===== src/rtl/ball_vertical_bounce.sv =====
// ball_vertical_bounce
//
// Produces the vertical direction bit for the vertical ball counter. During the
// active frame it watches the ball's vertical video, one sample per line. At the
// start of vertical blanking it decides whether the ball touched the first or
// last visible line, and flips direction when it did.
//
// Ports:
//   i_Clk        pixel clock
//   i_Reset      synchronous, active-high reset
//   i_HReset     one-cycle line-start pulse
//   i_VBlank     high during vertical blanking
//   i_BallVideo  ball vertical video, high on lines the ball occupies
//   i_Serve      one-cycle pulse, forces p_INIT_DIR at the next frame decision
//   o_VDir       current direction (1 = up, 0 = down)
//   o_Bounce     one-cycle pulse when o_VDir flips
//   o_FrameErr   one-cycle pulse when a frame ended with a wrong line count
module ball_vertical_bounce #(
  parameter int unsigned p_LINES    = 480,
  parameter bit          p_INIT_DIR = 1'b1
) (
  input  logic i_Clk,
  input  logic i_Reset,
  input  logic i_HReset,
  input  logic i_VBlank,
  input  logic i_BallVideo,
  input  logic i_Serve,
  output logic o_VDir,
  output logic o_Bounce,
  output logic o_FrameErr
);

  localparam int unsigned c_CNT_W = $clog2(p_LINES + 1);
  localparam logic [c_CNT_W-1:0] c_LAST_LINE = c_CNT_W'(p_LINES - 1);
  localparam logic [c_CNT_W-1:0] c_FULL_CNT  = c_CNT_W'(p_LINES);

  typedef enum logic [1:0] {
    SYNC,
    WAIT,
    SCAN,
    DECIDE
  } state_t;

  state_t             state, state_nxt;
  logic [c_CNT_W-1:0] line_cnt, line_cnt_nxt;
  logic               vblank_q;
  logic               samp_pend, samp_pend_nxt;
  logic               top_hit, top_hit_nxt;
  logic               bot_hit, bot_hit_nxt;
  logic               serve_pend, serve_pend_nxt;
  logic               vdir_nxt, bounce_nxt, frame_err_nxt;
  logic               vblank_rise;

  assign vblank_rise = i_VBlank & ~vblank_q;

  // Next-state logic. The frame decision is taken on the edge that sees VBlank
  // rise, so that the registered outputs show the result during the single
  // DECIDE cycle. After that, o_VDir stays put for the whole next active frame.
  always_comb begin
    state_nxt      = state;
    line_cnt_nxt   = line_cnt;
    samp_pend_nxt  = samp_pend;
    top_hit_nxt    = top_hit;
    bot_hit_nxt    = bot_hit;
    serve_pend_nxt = serve_pend;
    vdir_nxt       = o_VDir;
    bounce_nxt     = 1'b0;
    frame_err_nxt  = 1'b0;

    case (state)
      // Partial frame after reset: nothing is recorded, so no decision is made.
      SYNC: begin
        line_cnt_nxt  = '0;
        samp_pend_nxt = 1'b0;
        top_hit_nxt   = 1'b0;
        bot_hit_nxt   = 1'b0;
        if (vblank_rise) begin
          state_nxt = WAIT;
        end
      end

      WAIT: begin
        line_cnt_nxt  = '0;
        samp_pend_nxt = 1'b0;
        top_hit_nxt   = 1'b0;
        bot_hit_nxt   = 1'b0;
        if (!i_VBlank) begin
          state_nxt = SCAN;
        end
      end

      SCAN: begin
        if (vblank_rise) begin
          // A sample still pending at this point is dropped.
          state_nxt     = DECIDE;
          samp_pend_nxt = 1'b0;
          if (line_cnt != c_FULL_CNT) begin
            frame_err_nxt = 1'b1;
          end else if (serve_pend) begin
            vdir_nxt       = p_INIT_DIR;
            serve_pend_nxt = 1'b0;
          end else if (top_hit && bot_hit) begin
            // Ball spans the whole screen: keep the current direction.
            vdir_nxt = o_VDir;
          end else if (top_hit && o_VDir) begin
            vdir_nxt   = 1'b0;
            bounce_nxt = 1'b1;
          end else if (bot_hit && !o_VDir) begin
            vdir_nxt   = 1'b1;
            bounce_nxt = 1'b1;
          end
        end else begin
          // The video is sampled one cycle after the line-start pulse. A new
          // pulse in that same cycle re-arms the request, so back-to-back
          // pulses are all counted.
          if (samp_pend) begin
            if (i_BallVideo && (line_cnt == '0)) begin
              top_hit_nxt = 1'b1;
            end
            if (i_BallVideo && (line_cnt == c_LAST_LINE)) begin
              bot_hit_nxt = 1'b1;
            end
            if (line_cnt != c_FULL_CNT) begin
              line_cnt_nxt = line_cnt + 1'b1;
            end
            samp_pend_nxt = 1'b0;
          end
          if (i_HReset && !i_VBlank) begin
            samp_pend_nxt = 1'b1;
          end
        end
      end

      DECIDE: begin
        state_nxt = WAIT;
      end

      default: begin
        state_nxt = SYNC;
      end
    endcase

    // A serve is never lost. One that arrives on or after the decision edge
    // is held over for the next frame.
    if (i_Serve) begin
      serve_pend_nxt = 1'b1;
    end
  end

  // State and output registers. vblank_q keeps tracking VBlank through reset,
  // so that releasing reset during blanking is not seen as a fresh VBlank edge.
  always_ff @(posedge i_Clk) begin
    vblank_q <= i_VBlank;
    if (i_Reset) begin
      state      <= SYNC;
      line_cnt   <= '0;
      samp_pend  <= 1'b0;
      top_hit    <= 1'b0;
      bot_hit    <= 1'b0;
      serve_pend <= 1'b0;
      o_VDir     <= p_INIT_DIR;
      o_Bounce   <= 1'b0;
      o_FrameErr <= 1'b0;
    end else begin
      state      <= state_nxt;
      line_cnt   <= line_cnt_nxt;
      samp_pend  <= samp_pend_nxt;
      top_hit    <= top_hit_nxt;
      bot_hit    <= bot_hit_nxt;
      serve_pend <= serve_pend_nxt;
      o_VDir     <= vdir_nxt;
      o_Bounce   <= bounce_nxt;
      o_FrameErr <= frame_err_nxt;
    end
  end

endmodule


===== config.mk =====
export PLATFORM = sky130hd
export DESIGN_NAME = ball_vertical_bounce
export DESIGN_NICKNAME = d
export VERILOG_FILES = /design/src/rtl/ball_vertical_bounce.sv
export SDC_FILE = /design/constraint.sdc
export NUM_CORES = 1
export LEC_CHECK = 0
export ABC_CLOCK_PERIOD_IN_PS = 2200
export CELL_PAD_IN_SITES_DETAIL_PLACEMENT = 0
export CELL_PAD_IN_SITES_GLOBAL_PLACEMENT = 1
export CORE_MARGIN = 5
export CORE_UTILIZATION = 42
export DETAILED_ROUTE_END_ITERATION = 10
export HOLD_SLACK_MARGIN = 0.06
export PLACE_DENSITY_LB_ADDON = 0.25
export SKIP_LAST_GASP = 1
export SYNTH_ARGS = -nofsm -noshare
export SYNTH_HDL_FRONTEND = slang
export SYNTH_SLANG_ARGS = --single-unit

===== constraint.sdc =====
create_clock -name i_Clk -period 2.2 [get_ports i_Clk]
set_input_delay 0.33 -clock i_Clk [delete_from_list [all_inputs] [get_ports i_Clk]]
set_output_delay 0.33 -clock i_Clk [all_outputs]
set_load 0.1 [all_outputs]

=== Yosys cells after proc, flatten, opt, wreduce, memory -nomap -nowiden ===
Cells that the tools add are included.

* Bits in registers: 19
* Logic and storage cells: 84
* Input bits: 6
* Output and inout port bits: 3

* Muxes and demuxes: 30
* Bitwise operators: 5
* Add/subtract/negate cells: 1
* Reduce and logical (&&, ||, !) cells: 23
* Equal/unequal tests: 15

{| class="wikitable"
|+ Operators by type and width
! cell !! number
|-
| $mux W9 || 3
|-
| $ne A2 B2 Y1 const B || 10
|-
| $mux W1 || 19
|-
| $pmux W9 S2 || 1
|-
| $reduce_and A4 Y1 || 3
|-
| $add A9 B1 Y9 const B || 1
|-
| $eq A9 B9 Y1 const B || 1
|-
| $logic_not A9 Y1 || 1
|-
| $ne A9 B9 Y1 const B || 1
|-
| $pmux W2 S4 || 1
|-
| $logic_and A1 B1 Y1 || 6
|-
| $mux W2 || 3
|-
| $pmux W1 S2 || 3
|-
| $reduce_and A3 Y1 || 2
|-
| $reduce_bool A2 Y1 || 3
|-
| $reduce_or A6 Y1 || 1
|-
| $reduce_and A5 Y1 || 1
|-
| $eq A2 B2 Y1 const B || 2
|-
| $not A1 Y1 || 4
|-
| $reduce_bool A3 Y1 || 1
|-
| $reduce_or A3 Y1 || 1
|-
| $eq A2 B1 Y1 const B || 1
|-
| $logic_not A1 Y1 || 2
|-
| $logic_not A2 Y1 || 1
|-
| other kinds (2) || 2
|}

=== Logic depth before layout (Yosys ltp) ===
* Depth after elaboration: 6
* Mapped depth: 7
* Mapped depth without buffers: 6

=== Least setup slack after synthesis ===
No wires, ideal clock.

* Path kind: register to register
* From: register line_cnt[0]
* To: register line_cnt[2]
* Path buffers: 0
* Data required time: 2.084 ns
* Setup slack: 0.604 ns
* Clock period less this slack: 1.596 ns
* Arrival time: 1.479 ns
* Stages on the path, launching flop included: 7
* Setup time: 0.116 ns
* Path through: dfxtp_1 > inv_1 > ha_1 > nor4b_4 > a2111oi_4 > a2111oi_0 > a41o_1

* Cells in the longest elaborated chain, start to end: 5
* Elaborated cells on any way between the ends: 8
* Classes of those cells: add/sub: 1; eq/ne: 2; mux: 4; reduce/logical: 1

{| class="wikitable"
|+ RTL lines
! item !! line !! RTL
|-
| from (decl) || 45 || <nowiki>logic [c_CNT_W-1:0] line_cnt, line_cnt_nxt;</nowiki>
|-
| from (signal assigned) || 166 || <nowiki>line_cnt <= line_cnt_nxt;</nowiki>
|-
| $add A9 B1 Y9 || 124 || <nowiki>line_cnt_nxt = line_cnt + 1'b1;</nowiki>
|-
| $mux W9 || 123 || <nowiki>if (line_cnt != c_FULL_CNT) begin</nowiki>
|-
| $mux W9 || 116 || <nowiki>if (samp_pend) begin</nowiki>
|-
| $mux W9 || 93 || <nowiki>if (vblank_rise) begin</nowiki>
|-
| $pmux W9 S2 || 70 || <nowiki>case (state)</nowiki>
|}

Several ways; a longest one is shown, not always the timed one. The select of a mux whose other input is x is not followed.
A chain may end at the register's enable or synchronous reset.

=== Worst setup path in the final report ===
* From: input port i_VBlank
* To: register line_cnt[2]

* Cells in the longest elaborated chain, start to end: 3

{| class="wikitable"
|+ RTL lines
! item !! line !! RTL
|-
| from (decl) || 25 || <nowiki>input logic i_VBlank,</nowiki>
|-
| $and A1 B1 Y1 || 54 || <nowiki>assign vblank_rise = i_VBlank & ~vblank_q;</nowiki>
|-
| $ne A2 B2 Y1 (no source line) || -- ||
|-
| $reduce_and A4 Y1 (no source line) || -- ||
|}

No other way between the ends.

==> out/summary.log <==
qor: detailed_routing.totalWireLength 2386 um
qor: pwr.vdd.ir_drop.worst 0.4829 mV
qor: cells_and_area.layout.core_utilization 49.30%
qor: timing.f_max 541.8 MHz
qor: cts.clock_tree.buffer_depth 2
qor: cts.cts_buffers 3
qor: setup_path.cp.buffers_inverters 1
qor: synth.synth_async_sr_flop_share 0%
qor: setup_path.critical_path_peak_fanout 9
qor: timing.setup-tns-final 0 ns
qor: place.dp_slack 0.02826 ns
qor: place.globalplace.congestion 0.7500
qor: synth.synthesis.area 1109 um^2
qor: detailed_routing.route.detailed.wl_per_inst 13.87 um
qor: global_route.grt.overflow.total 0
qor: synth.synth_cells 132
qor: cts.cts_htree_levels 1
qor: setup_path.timing_worst_setup_path_type in2reg
qor: synth.number_of_enable_type_register_cells_in_the_synthesized_netlist 0
qor: cells_and_area.seq_area 380.4 um^2
qor: floorplanning.core_region_area 2500 um^2
qor: timing.post-route-period-util 83.89%
qor: synth.synthesis.yosys.warnings 0
qor: global_route.gr-usage-all-layers 14.11%
qor: synth.yosys_most_used_dff sky130_fd_sc_hd__dfxtp_1
qor: synth.synth.avg_cell_area 8.398 um^2
qor: detailed_routing.drc_errors 0
qor: timing.report.final.hold_viol_count 0
qor: run.number_of_maximum_capacitance_constraint_violations 0
qor: setup_path.cell_type_group_with_the_largest_total_delay_on_the_critical_path compound AO/OA/AOI/OAI gates
qor: timing.report.final.setup_viol 0
qor: synth.synth.distinct_cells 41
qor: global_route.grt_start_max_net_pins 16
qor: floorplanning.dieArea 3767 um^2
qor: cells_and_area.drive_above_1_share 10.56%
qor: run_status.outcome completed
qor: cells_and_area.final_common_cell sky130_fd_sc_hd__dfxtp_1
qor: detailed_routing.initialDrtViolationCount 51
qor: global_route.grt_antenna_before_repair 0
qor: detailed_routing.via_count 960
qor: detailed_routing.firstDrtPassIters 4
qor: floorplanning.ios 9
qor: cells_and_area.design.final.nets 155
qor: cts.post_cts.resized_instances 0
qor: hold_path.worst_hold_path_type reg2reg
qor: timing.grt_setup_unrepaired false
qor: timing.report.final.slew_viol_count 0
qor: cts.post_cts_hold_buffer_count 0
qor: cts.clock_sink_count 19
qor: synth.synth_seq_area_share 34.31%
qor: place.numPortBuffers 8
qor: global_route.first_pass_grt_wire_length 3960 um
qor: floorplanning.dieWidth 61.38 um
qor: pwr.power.leakage 0.4354 nW
qor: place.post-dp-hpwl 1747 um
qor: timing.worstMarginPinSlew 0.6472 ns
qor: cells_and_area.fillCellCount 255
qor: setup_path.cp-start-kind input pin
qor: timing.finalWorstPathRequiredPeriod 1.846 ns
qor: cells_and_area.area_delta_synth_final 11.17%
qor: setup_path.critical_path.slowest_cell sky130_fd_sc_hd__nor2b_1
qor: timing.slew_headroom 56.77%
qor: pwr.power-per-cell-area 715.5 nW/um^2
qor: cells_and_area.layout_common_cells 19 x sky130_fd_sc_hd__dfxtp_1, 12 x sky130_fd_sc_hd__nand2_1, 11 x sky130_fd_sc_hd__nand3_1
qor: synth.synth.ff_latch_count 19
qor: setup_path.critical_path.endpoint_type flip-flop
qor: detailed_routing.route.antenna.remaining_nets 0
qor: floorplanning.floorplan.initialDensity 44.34%
qor: cts.clkTransAtPathRegs 0.12 ns
qor: cts.cts.root.buffer_cell sky130_fd_sc_hd__clkbuf_4
qor: cells_and_area.num_antenna_cells 0
qor: place.place_inst 168
qor: floorplanning.fp.dieH 61.38 um
qor: global_route.grt_pass1_vias 871
qor: synth.syn_nets 144
qor: timing.final.setup_skew 0.009372 ns
qor: setup_path.critPathArrivalTime 2.11 ns
qor: setup_path.worst-endpoint-required 2.46 ns
qor: setup_path.max_incr_delay_on_cp 0.54 ns
qor: floorplanning.row_count 18
qor: timing.fin_hold_ws 0.4875 ns
qor: cells_and_area.multi_input_comb_area 646.9 um^2
qor: cts.post_cts_buffers 0
qor: cts.clock_latency 0.31 ns
qor: detailed_routing.vias_per_cell 5.581
qor: timing.worst_slack 0.3544 ns
qor: cts.cts_tree built
qor: setup_path.path_cells clkdlybuf4s50_1 > nor2b_1 > a2111oi_4 > a2111oi_0 > a41o_1
qor: cells_and_area.layoutNonFillerInstCount 172
routing by layer:
layer	share of wire, %	track usage [%]	vias to the layer above
li1	-	-	500
met1	50	18.32	446
met2	46	22.81	9
met3	2.9	3.145	5
met4	1.6	5.455	0
met5	0	0	-
sequential cells by signal, indices dropped and copies added (netlist names):
name,flops
bot_hit,1
line_cnt,9
o_Bounce,1
o_FrameErr,1
o_VDir,1
samp_pend,1
serve_pend,1
state,2
top_hit,1
vblank_q,1
synthesized netlist by cell type (2+ instances only):
library cell / number / area share (%)
sky130_fd_sc_hd__nor4_1: 2 / 1.1
sky130_fd_sc_hd__or3_1: 2 / 1.1
sky130_fd_sc_hd__buf_4: 2 / 1.4
sky130_fd_sc_hd__o31ai_1: 2 / 1.4
sky130_fd_sc_hd__and4_1: 2 / 1.6
sky130_fd_sc_hd__a211oi_1: 2 / 1.4
sky130_fd_sc_hd__mux2i_1: 3 / 2.7
sky130_fd_sc_hd__or4_1: 2 / 1.4
sky130_fd_sc_hd__and2_1: 2 / 1.1
sky130_fd_sc_hd__dfxtp_1: 19 / 34
sky130_fd_sc_hd__nor3_1: 2 / 0.90
sky130_fd_sc_hd__nand4_1: 5 / 2.8
sky130_fd_sc_hd__nand3_1: 11 / 5.0
sky130_fd_sc_hd__inv_1: 10 / 3.4
sky130_fd_sc_hd__ha_1: 6 / 6.8
sky130_fd_sc_hd__o21ai_0: 8 / 3.6
sky130_fd_sc_hd__a31oi_1: 3 / 1.7
sky130_fd_sc_hd__nand2_1: 12 / 4.1
sky130_fd_sc_hd__nor2_1: 9 / 3.0
sky130_fd_sc_hd__a21oi_1: 7 / 3.2
worst register-to-register path, cell delays in order, from the launching register on:
cell and delay, ns:
sky130_fd_sc_hd__dfxtp_1 0.42, sky130_fd_sc_hd__inv_1 0.08, sky130_fd_sc_hd__ha_1 0.21, sky130_fd_sc_hd__nor4b_4 0.15, sky130_fd_sc_hd__a2111oi_4 0.42, sky130_fd_sc_hd__a2111oi_0 0.18, sky130_fd_sc_hd__a41o_1 0.22
where the power goes:
| group | internal (mW) | switching [mW] |
|---|---|---|
| combinational | 0.122 | 0.183 |
| sequential | 0.368 | 0.0214 |
| clock | 0.0679 | 0.120 |
| total | 0.558 | 0.324 |
metrics by stage:
step,area (um^2),power (mW)
global route,1232,0.9478
detailed placement,1205,0.6982
global placement,1205,0.6935
floorplan,1109,0.6216
finish,1232,0.8818
CTS,1232,0.8868
logic make-up after synthesis:
kind of cell | synth area share [%]
compound gates | 18.74
flops | 34.31
simple gates | 29.12
fa+ha+maj | 6.772
buf+inv | 7.336
mux | 3.725
final timing paths:
| path | start | end | slack (ns) | cells after the start |
|---|---|---|---|---|
| max | i_VBlank | line_cnt[2] | 0.35 | 5 |
| min | serve_pend | o_Bounce | 0.49 | 1 |
| max reg2reg | line_cnt[0] | line_cnt[2] | 0.43 | 6 |
| min reg2reg | serve_pend | o_Bounce | 0.49 | 1 |
area by class of cell:
cell class,instances,area share (%)
clock inverter,1,0.4061
clock buffer,3,1.827
inverter,10,3.046
multi-input combinational,97,52.49
timing repair buffer,12,8.325
sequential,19,30.86
tap,30,3.046
No activity file was read; power rests on OpenSTA's default activity.
